`config.mk`:
```
export PLATFORM = sky130hd
export DESIGN_NAME = esn_input_pulse_gen_flat
export DESIGN_NICKNAME = d
export VERILOG_FILES = /design/src/rtl/esn_input_pulse_gen_if.sv /design/src/rtl/esn_input_pulse_gen.sv /design/src/flat_wrapper.sv
export SDC_FILE = /design/constraint.sdc
export NUM_CORES = 1
export LEC_CHECK = 0
export ABC_AREA = 1
export BUFFER_PORTS_ARGS = -buffer_cell sky130_fd_sc_hd__buf_2
export CAP_MARGIN = 20
export CORE_MARGIN = 10
export CORE_UTILIZATION = 30
export DETAILED_ROUTE_END_ITERATION = 16
export PLACE_DENSITY = 0.58
export SLEW_MARGIN = 20
export SYNTH_ARGS = -nofsm -noshare
export SYNTH_HDL_FRONTEND = slang
export SYNTH_SLANG_ARGS = --single-unit
```
`constraint.sdc`:
```
create_clock -name iClk -period 1.5 [get_ports iClk]
set_clock_uncertainty 0.1 [all_clocks]
set_input_delay 0.15 -clock iClk [delete_from_list [all_inputs] [get_ports iClk]]
set_output_delay 0.15 -clock iClk [all_outputs]
set_load 0.005 [all_outputs]
```
`src/rtl/esn_input_pulse_gen_if.sv`:
```
// Sample handshake and reservoir drive bundle for esn_input_pulse_gen.
// The master side feeds samples and the stall. The slave side is the pulse generator.
`timescale 1ns/1ps
interface esn_input_pulse_gen_if #(
  parameter int unsigned N        = 8,
  parameter int unsigned IN_WIDTH = 4
) ();
  logic                       iValid;
  logic signed [IN_WIDTH-1:0] iData;
  logic                       oReady;
  logic                       iHold;
  logic        [N-1:0]        oBitU;
  logic                       oEn;
  logic                       oDone;

  modport master (
    output iValid, iData, iHold,
    input  oReady, oBitU, oEn, oDone
  );

  modport slave (
    input  iValid, iData, iHold,
    output oReady, oBitU, oEn, oDone
  );
endinterface

```
`src/rtl/esn_input_pulse_gen.sv`:
```
// Turns one signed sample into |sample| (saturated) enable pulses that carry a bipolar
// projection pattern into the reservoir cells. A done pulse marks the end of the time step.
`timescale 1ns/1ps
module esn_input_pulse_gen #(
  parameter int unsigned  N          = 8,
  parameter int unsigned  IN_WIDTH   = 4,
  parameter int unsigned  MAX_PULSES = 7,
  parameter logic [N-1:0] PROJ       = N'(8'b10110010)
) (
  input logic                  iClk,
  input logic                  iRst_n,
  esn_input_pulse_gen_if.slave bus
);

  localparam int unsigned          CNT_WIDTH = $clog2(MAX_PULSES + 1);
  localparam logic [IN_WIDTH-1:0]  MAX_CNT   = IN_WIDTH'(MAX_PULSES);

  typedef enum logic [1:0] {
    IDLE  = 2'd0,
    PULSE = 2'd1,
    DONE  = 2'd2
  } state_t;

  state_t               state, stateNext;
  logic [CNT_WIDTH-1:0] cnt, cntNext;
  logic                 ready, readyNext;
  logic                 en, enNext;
  logic                 done, doneNext;
  logic [N-1:0]         bitU, bitUNext;

  logic [IN_WIDTH-1:0]  dataRaw;
  logic [IN_WIDTH-1:0]  dataAbs;
  logic [IN_WIDTH-1:0]  dataSat;
  logic                 accept;

  // The magnitude is unsigned in IN_WIDTH bits, so the most negative sample maps to 2^(IN_WIDTH-1).
  always_comb begin
    dataRaw = bus.iData;
    dataAbs = dataRaw[IN_WIDTH-1] ? ((~dataRaw) + IN_WIDTH'(1)) : dataRaw;
    dataSat = (dataAbs > MAX_CNT) ? MAX_CNT : dataAbs;
    accept  = ready && bus.iValid;
  end

  // In PULSE, cnt holds the pulses still owed after the one currently on oEn.
  // When cnt is 0, the last pulse is out and DONE follows whatever iHold does.
  always_comb begin
    stateNext = state;
    cntNext   = cnt;
    readyNext = 1'b0;
    enNext    = 1'b0;
    doneNext  = 1'b0;
    bitUNext  = bitU;

    unique case (state)
      IDLE: begin
        readyNext = 1'b1;
        if (accept) begin
          readyNext = 1'b0;
          bitUNext  = dataRaw[IN_WIDTH-1] ? ~PROJ : PROJ;
          if (dataSat == '0) begin
            stateNext = DONE;
            doneNext  = 1'b1;
          end else begin
            stateNext = PULSE;
            enNext    = 1'b1;
            cntNext   = CNT_WIDTH'(dataSat - IN_WIDTH'(1));
          end
        end
      end

      PULSE: begin
        if (cnt == '0) begin
          stateNext = DONE;
          doneNext  = 1'b1;
        end else if (!bus.iHold) begin
          enNext  = 1'b1;
          cntNext = cnt - CNT_WIDTH'(1);
        end
      end

      DONE: begin
        stateNext = IDLE;
        readyNext = 1'b1;
      end

      default: begin
        stateNext = IDLE;
      end
    endcase
  end

  // The state register and all outputs are registered. Reset clears the burst in flight.
  always_ff @(posedge iClk or negedge iRst_n) begin
    if (!iRst_n) begin
      state <= IDLE;
      cnt   <= '0;
      ready <= 1'b0;
      en    <= 1'b0;
      done  <= 1'b0;
      bitU  <= '0;
    end else begin
      state <= stateNext;
      cnt   <= cntNext;
      ready <= readyNext;
      en    <= enNext;
      done  <= doneNext;
      bitU  <= bitUNext;
    end
  end

  assign bus.oReady = ready;
  assign bus.oEn    = en;
  assign bus.oDone  = done;
  assign bus.oBitU  = bitU;

endmodule

```
`src/flat_wrapper.sv`:
```
// flat-port wrapper written by rule: the top's interface ports become plain ports
module esn_input_pulse_gen_flat 
#(
  parameter int unsigned  N          = 8,
  parameter int unsigned  IN_WIDTH   = 4,
  parameter int unsigned  MAX_PULSES = 7,
  parameter logic [N-1:0] PROJ       = N'(8'b10110010)
)
  (iClk, iRst_n, bus_iValid, bus_iData, bus_iHold, bus_oReady, bus_oBitU, bus_oEn, bus_oDone);
  esn_input_pulse_gen_if #(.N(N), .IN_WIDTH(IN_WIDTH)) bus_i ();
  input logic iClk;
  input logic iRst_n;
  input wire logic [$bits(bus_i.iValid)-1:0] bus_iValid;
  input wire logic [$bits(bus_i.iData)-1:0] bus_iData;
  input wire logic [$bits(bus_i.iHold)-1:0] bus_iHold;
  output wire logic [$bits(bus_i.oReady)-1:0] bus_oReady;
  output wire logic [$bits(bus_i.oBitU)-1:0] bus_oBitU;
  output wire logic [$bits(bus_i.oEn)-1:0] bus_oEn;
  output wire logic [$bits(bus_i.oDone)-1:0] bus_oDone;
  assign bus_i.iValid = bus_iValid;
  assign bus_i.iData = bus_iData;
  assign bus_i.iHold = bus_iHold;
  assign bus_oReady = bus_i.oReady;
  assign bus_oBitU = bus_i.oBitU;
  assign bus_oEn = bus_i.oEn;
  assign bus_oDone = bus_i.oDone;
  esn_input_pulse_gen #(.N(N), .IN_WIDTH(IN_WIDTH), .MAX_PULSES(MAX_PULSES), .PROJ(PROJ)) u_core (.iClk(iClk), .iRst_n(iRst_n), .bus(bus_i));
endmodule
```
==> results.md <==
Run:
- Across the run, the number of max-cap violations was 0.

Floorplanning:
- The number of cell rows is 16.
- The die outline height is 65.6 um.
- In this run the standard cell core region covers 1960 um^2.
- The initial core utilization is 31.8%.
- The floorplan step defined a die boundary enclosing 4300 um^2.
- The I/O pin count is 19.
- The floorplan step set the die width to 65.6 um.

Global routing:
- Entering global routing, the biggest net connects 11 pins.
- Summed over all layers, the global routing overflow is 0.
- The via count of the first global-routing pass is 559.
- The total global-route track usage is 6.63%.
- The global-route wire length before repair is 2260 um.
- The number of antenna violations at the first check in global routing is 0.

Layout:
- The repair_antennas step left the layout with diodes totalling 0.
- The net count of the finished layout is 116.
- The synthesis-to-finish area growth is 26.5%.
- Measured on the finished design, the core utilization comes to 40.2%.
- The share of cells above drive strength 1 is 36.5%.

Detailed routing:
- The average wire length per cell after detail routing is 10.2 um.
- After detailed routing, the met3 layer carries 113 um of wire.
- For this run, design rule violations remaining after detail routing come to 0.
- The via count normalized by instance count is 4.31.
- The pre-antenna-repair detailed-routing pass consisted of 3 iterations.
- Once detail routing completed, the nets flagged for antenna violations numbered 0.
- The total number of vias is 565.
- The detailed router used layers up to and including met4.
- In the final routing, the length of wire on met1 measures 541 um.
- The first routing iteration left 8 violations.
- The routed design has 1330 um of wire.
- Detailed routing placed a total of 647 um of wire on met2.

Timing:
- The number of hold violations in the final report came to 0.
- Adding up every negative setup slack in the final design gives 0 ns.
- The number of setup violations in the final report is 0.
- On the final layout, the worst hold slack is 0.0525 ns.
- The maximum frequency from static timing analysis is 732 MHz.
- The normalized max-slew margin is 83.0%.
- The number of pins with negative max-slew slack in the final report is 0.
- The transition time at the pin with the least slew margin is 0.254 ns.
- The period utilization is 91.0%.
- The final critical delay including setup and external delays is 1.37 ns.
- Setup repair after global routing left no endpoint under its margin.

Pwr:
- The net switching power is 0.564 mW.
- The combinational cell fraction of total power is 51.2%.
- The peak supply drop is 0.664 mV.
- The internal power is 0.802 mW.
- Summed over all cells, the static leakage comes to 0.463 nW.
- Net switching is 41.3% of the power.
- For this design the ratio of total power to cell area is 1730 nW/um^2.
- The power share of the clock group is 13.4%.
- In this run, flip-flops and latches consume 35.4% of the power.

CTS:
- The TritonCTS buffer count is 3.
- The number of buffers between clock root and the deepest sink is 2.
- In this run the number of H-tree levels came out at 1.
- The total number of clock tree sinks is 10.
- The clock transition at the registers of the reported paths is 0.07 ns.
- The clock network latency to the later pin of the worst-skew pair is 0.26 ns.
- The root buffer cell is sky130_fd_sc_hd__clkbuf_4.
- After clock tree synthesis, the setup repair step added 0 buffers.
- TritonCTS built the clock tree.

Setup path:
- Counting cells, the worst reg-to-reg path comes to 9.
- The arrival time reported for the critical path endpoint is 1.42 ns.
- In this run the critical register-to-register path is captured at u_core.cnt[2]$_DFFE_PN0P_.
- The required arrival time at the worst endpoint is 1.56 ns.
- The worst setup path is captured at a register.
- The worst register-to-register path begins at u_core.state[0]$_DFFE_PN0P_.
- In this run the register-to-register setup slack is 0.13 ns.
- STA classifies the critical path startpoint as a register.
- In this run the worst path has a maximum fanout of 9.
- The worst setup path is of the register to register kind.

Yosys:
- The multiplexer share of the synthesized area is 0%.
- In this run, distinct cell masters in the synthesized netlist total 16.
- The post-synthesis area per instance is 7.42 um^2.
- The total nets after synthesis is 94.
- The cell area that synthesis handed to floorplanning was 623 um^2.
- By instance count, the leading cell after synthesis is sky130_fd_sc_hd__nand2_1.
- The synthesized netlist devotes 4.02% of its cell area to adder and majority cells.
- After synthesis, the share of flip-flops with an asynchronous set or reset is 100%.
- The number of enable-type register cells in the synthesized netlist is 0.
- The flip-flop cell with the highest count after synthesis is sky130_fd_sc_hd__dfrtp_1.
- The number of warning messages in the yosys log is 0.
- In the synthesized netlist, the cells that appear most often are sky130_fd_sc_hd__nand2_1, sky130_fd_sc_hd__inv_1, sky130_fd_sc_hd__dfrtp_1, sky130_fd_sc_hd__nand3_1, sky130_fd_sc_hd__o21ai_0.
- The largest family of logic cells by synthesized area is simple AND/OR/NAND/NOR gates.
- The synthesized netlist devotes 6.43% of its cell area to compound gates.
- The flip-flop and latch count after synthesis is 10.
- Yosys attributes the largest share of cell area to sky130_fd_sc_hd__dfrtp_1, sky130_fd_sc_hd__nand2_1, sky130_fd_sc_hd__nand3_1.
- The cell taking the most area after synthesis is sky130_fd_sc_hd__dfrtp_1.
- After Yosys synthesis, and, or, nand and nor cells account for 34.3% of the synthesized area.
- Counting every instance in the synthesized netlist gives 84.
- The top cell type by area accounts for 40.2% of the synthesized area.
- The XOR/XNOR share of the synthesized area is 0%.
- For this run, the register share of the synthesized area comes to 40.2%.

Placed design:
- Detailed placement ended at an HPWL of 1090 um.
- The number of I/O port buffers is 18.
- The routability congestion estimate is 0.705.

Outcome:
- The run finished with clean final reports.

Worst hold path:
- The worst hold path terminates at u_core.bus.oBitU[5]$_DFFE_PN0P_.
- The tightest min-delay check is of the input pin to register type.
- In this run the most critical hold path is launched from bus_iData[3].
- Along the worst hold path, the cell count comes to 2.
cells in the final DEF (no fill, tap or decap), types with 2 or more instances in the layout:
cell type,netlist,routed
sky130_fd_sc_hd__buf_2,0,18
sky130_fd_sc_hd__buf_4,6,4
sky130_fd_sc_hd__clkbuf_4,0,3
sky130_fd_sc_hd__dfrtp_1,10,10
sky130_fd_sc_hd__ha_1,2,2
sky130_fd_sc_hd__inv_1,12,11
sky130_fd_sc_hd__inv_2,1,2
sky130_fd_sc_hd__nand2_1,22,21
sky130_fd_sc_hd__nand2_2,3,3
sky130_fd_sc_hd__nand2_4,2,3
sky130_fd_sc_hd__nand3_1,9,8
sky130_fd_sc_hd__nor2_1,4,4
sky130_fd_sc_hd__nor2_2,2,2
sky130_fd_sc_hd__o21ai_0,7,5
layout make-up:
cell class                 count  area (um^2)
multi-input combinational     55          303
fill                         221         1170
clock buffer                   3         22.5
sequential                    10          250
inverter                      13         48.8
timing repair buffer          23          130
tap                           27         33.8
power by group through the flow:
stage / clock (mW) / sequential (mW) / combinational [mW]
2_1_floorplan: 0 / 0.473 / 0.483
3_3_place_gp: 0 / 0.471 / 0.655
3_5_place_dp: 0 / 0.473 / 0.668
4_1_cts: 0.190 / 0.470 / 0.683
5_1_grt: 0.208 / 0.500 / 0.818
6_report: 0.183 / 0.483 / 0.700
routing by layer:
metal  vias up  track usage (%)
li1        297                -
met1       248             5.72
met2        18             12.0
met3         2             2.88
met4         0             4.81
met5         -                0
repair_timing:
item / in CTS / in global routing
endpoints found under the hold margin: 10 / 0
resized for setup: 2 / 6
setup endpoints to repair: 2 / 2
hold buffers: 1 / 0
per-stage QoR:
stage / total power [mW] / area [um^2] / cells / worst slack, ns
3_3_place_gp: 1.13 / 732 / 127 / -0.0408
5_1_grt: 1.53 / 788 / 131 / 0.0200
2_1_floorplan: 0.956 / 623 / 84 / 0.0439
3_5_place_dp: 1.14 / 732 / 127 / -0.0999
6_report: 1.37 / 788 / 131 / 0.135
4_1_cts: 1.34 / 767 / 131 / 0.0415
sequential cells by signal (all words and copies together), names as in the netlist:
| register | flops |
|---|---|
| u_core.bus.oBitU | 2 |
| u_core.bus.oDone | 1 |
| u_core.bus.oEn | 1 |
| u_core.bus.oReady | 1 |
| u_core.cnt | 3 |
| u_core.state | 2 |
worst max-delay path: stages, from the launching register on:
cell and delay (ns):
sky130_fd_sc_hd__dfrtp_1 0.41, sky130_fd_sc_hd__nand2_4 0.14, sky130_fd_sc_hd__nand3_2 0.11, sky130_fd_sc_hd__o21ai_4 0.07, sky130_fd_sc_hd__ha_1 0.17, sky130_fd_sc_hd__inv_1 0.04
sky130_fd_sc_hd__nand3_1 0.07, sky130_fd_sc_hd__nand2_1 0.05, sky130_fd_sc_hd__nand2_1 0.05, sky130_fd_sc_hd__nand2_1 0.05
worst max path at each step:
| stage | startpoint | to | cells after the start |
|---|---|---|---|
| after global placement | u_core.state[1]$_DFFE_PN0P_ | u_core.cnt[2]$_DFFE_PN0P_ | 9 |
| after CTS | u_core.state[0]$_DFFE_PN0P_ | u_core.cnt[2]$_DFFE_PN0P_ | 9 |
| after detailed placement | u_core.state[1]$_DFFE_PN0P_ | u_core.cnt[2]$_DFFE_PN0P_ | 9 |
| after floorplan | u_core.state[1]$_DFFE_PN0P_ | u_core.cnt[2]$_DFFE_PN0P_ | 9 |
| after global routing | u_core.state[0]$_DFFE_PN0P_ | u_core.cnt[2]$_DFFE_PN0P_ | 9 |
| final | u_core.state[0]$_DFFE_PN0P_ | u_core.cnt[2]$_DFFE_PN0P_ | 9 |
cell families after synthesis:
family,count (synthesis)
buffers and inverters,19
DFF,10
adders and majority gates,2
AOI/OAI and AO/OA,8
and+or+nand+nor,45
Note: power is estimated with default switching activity, not from simulation.
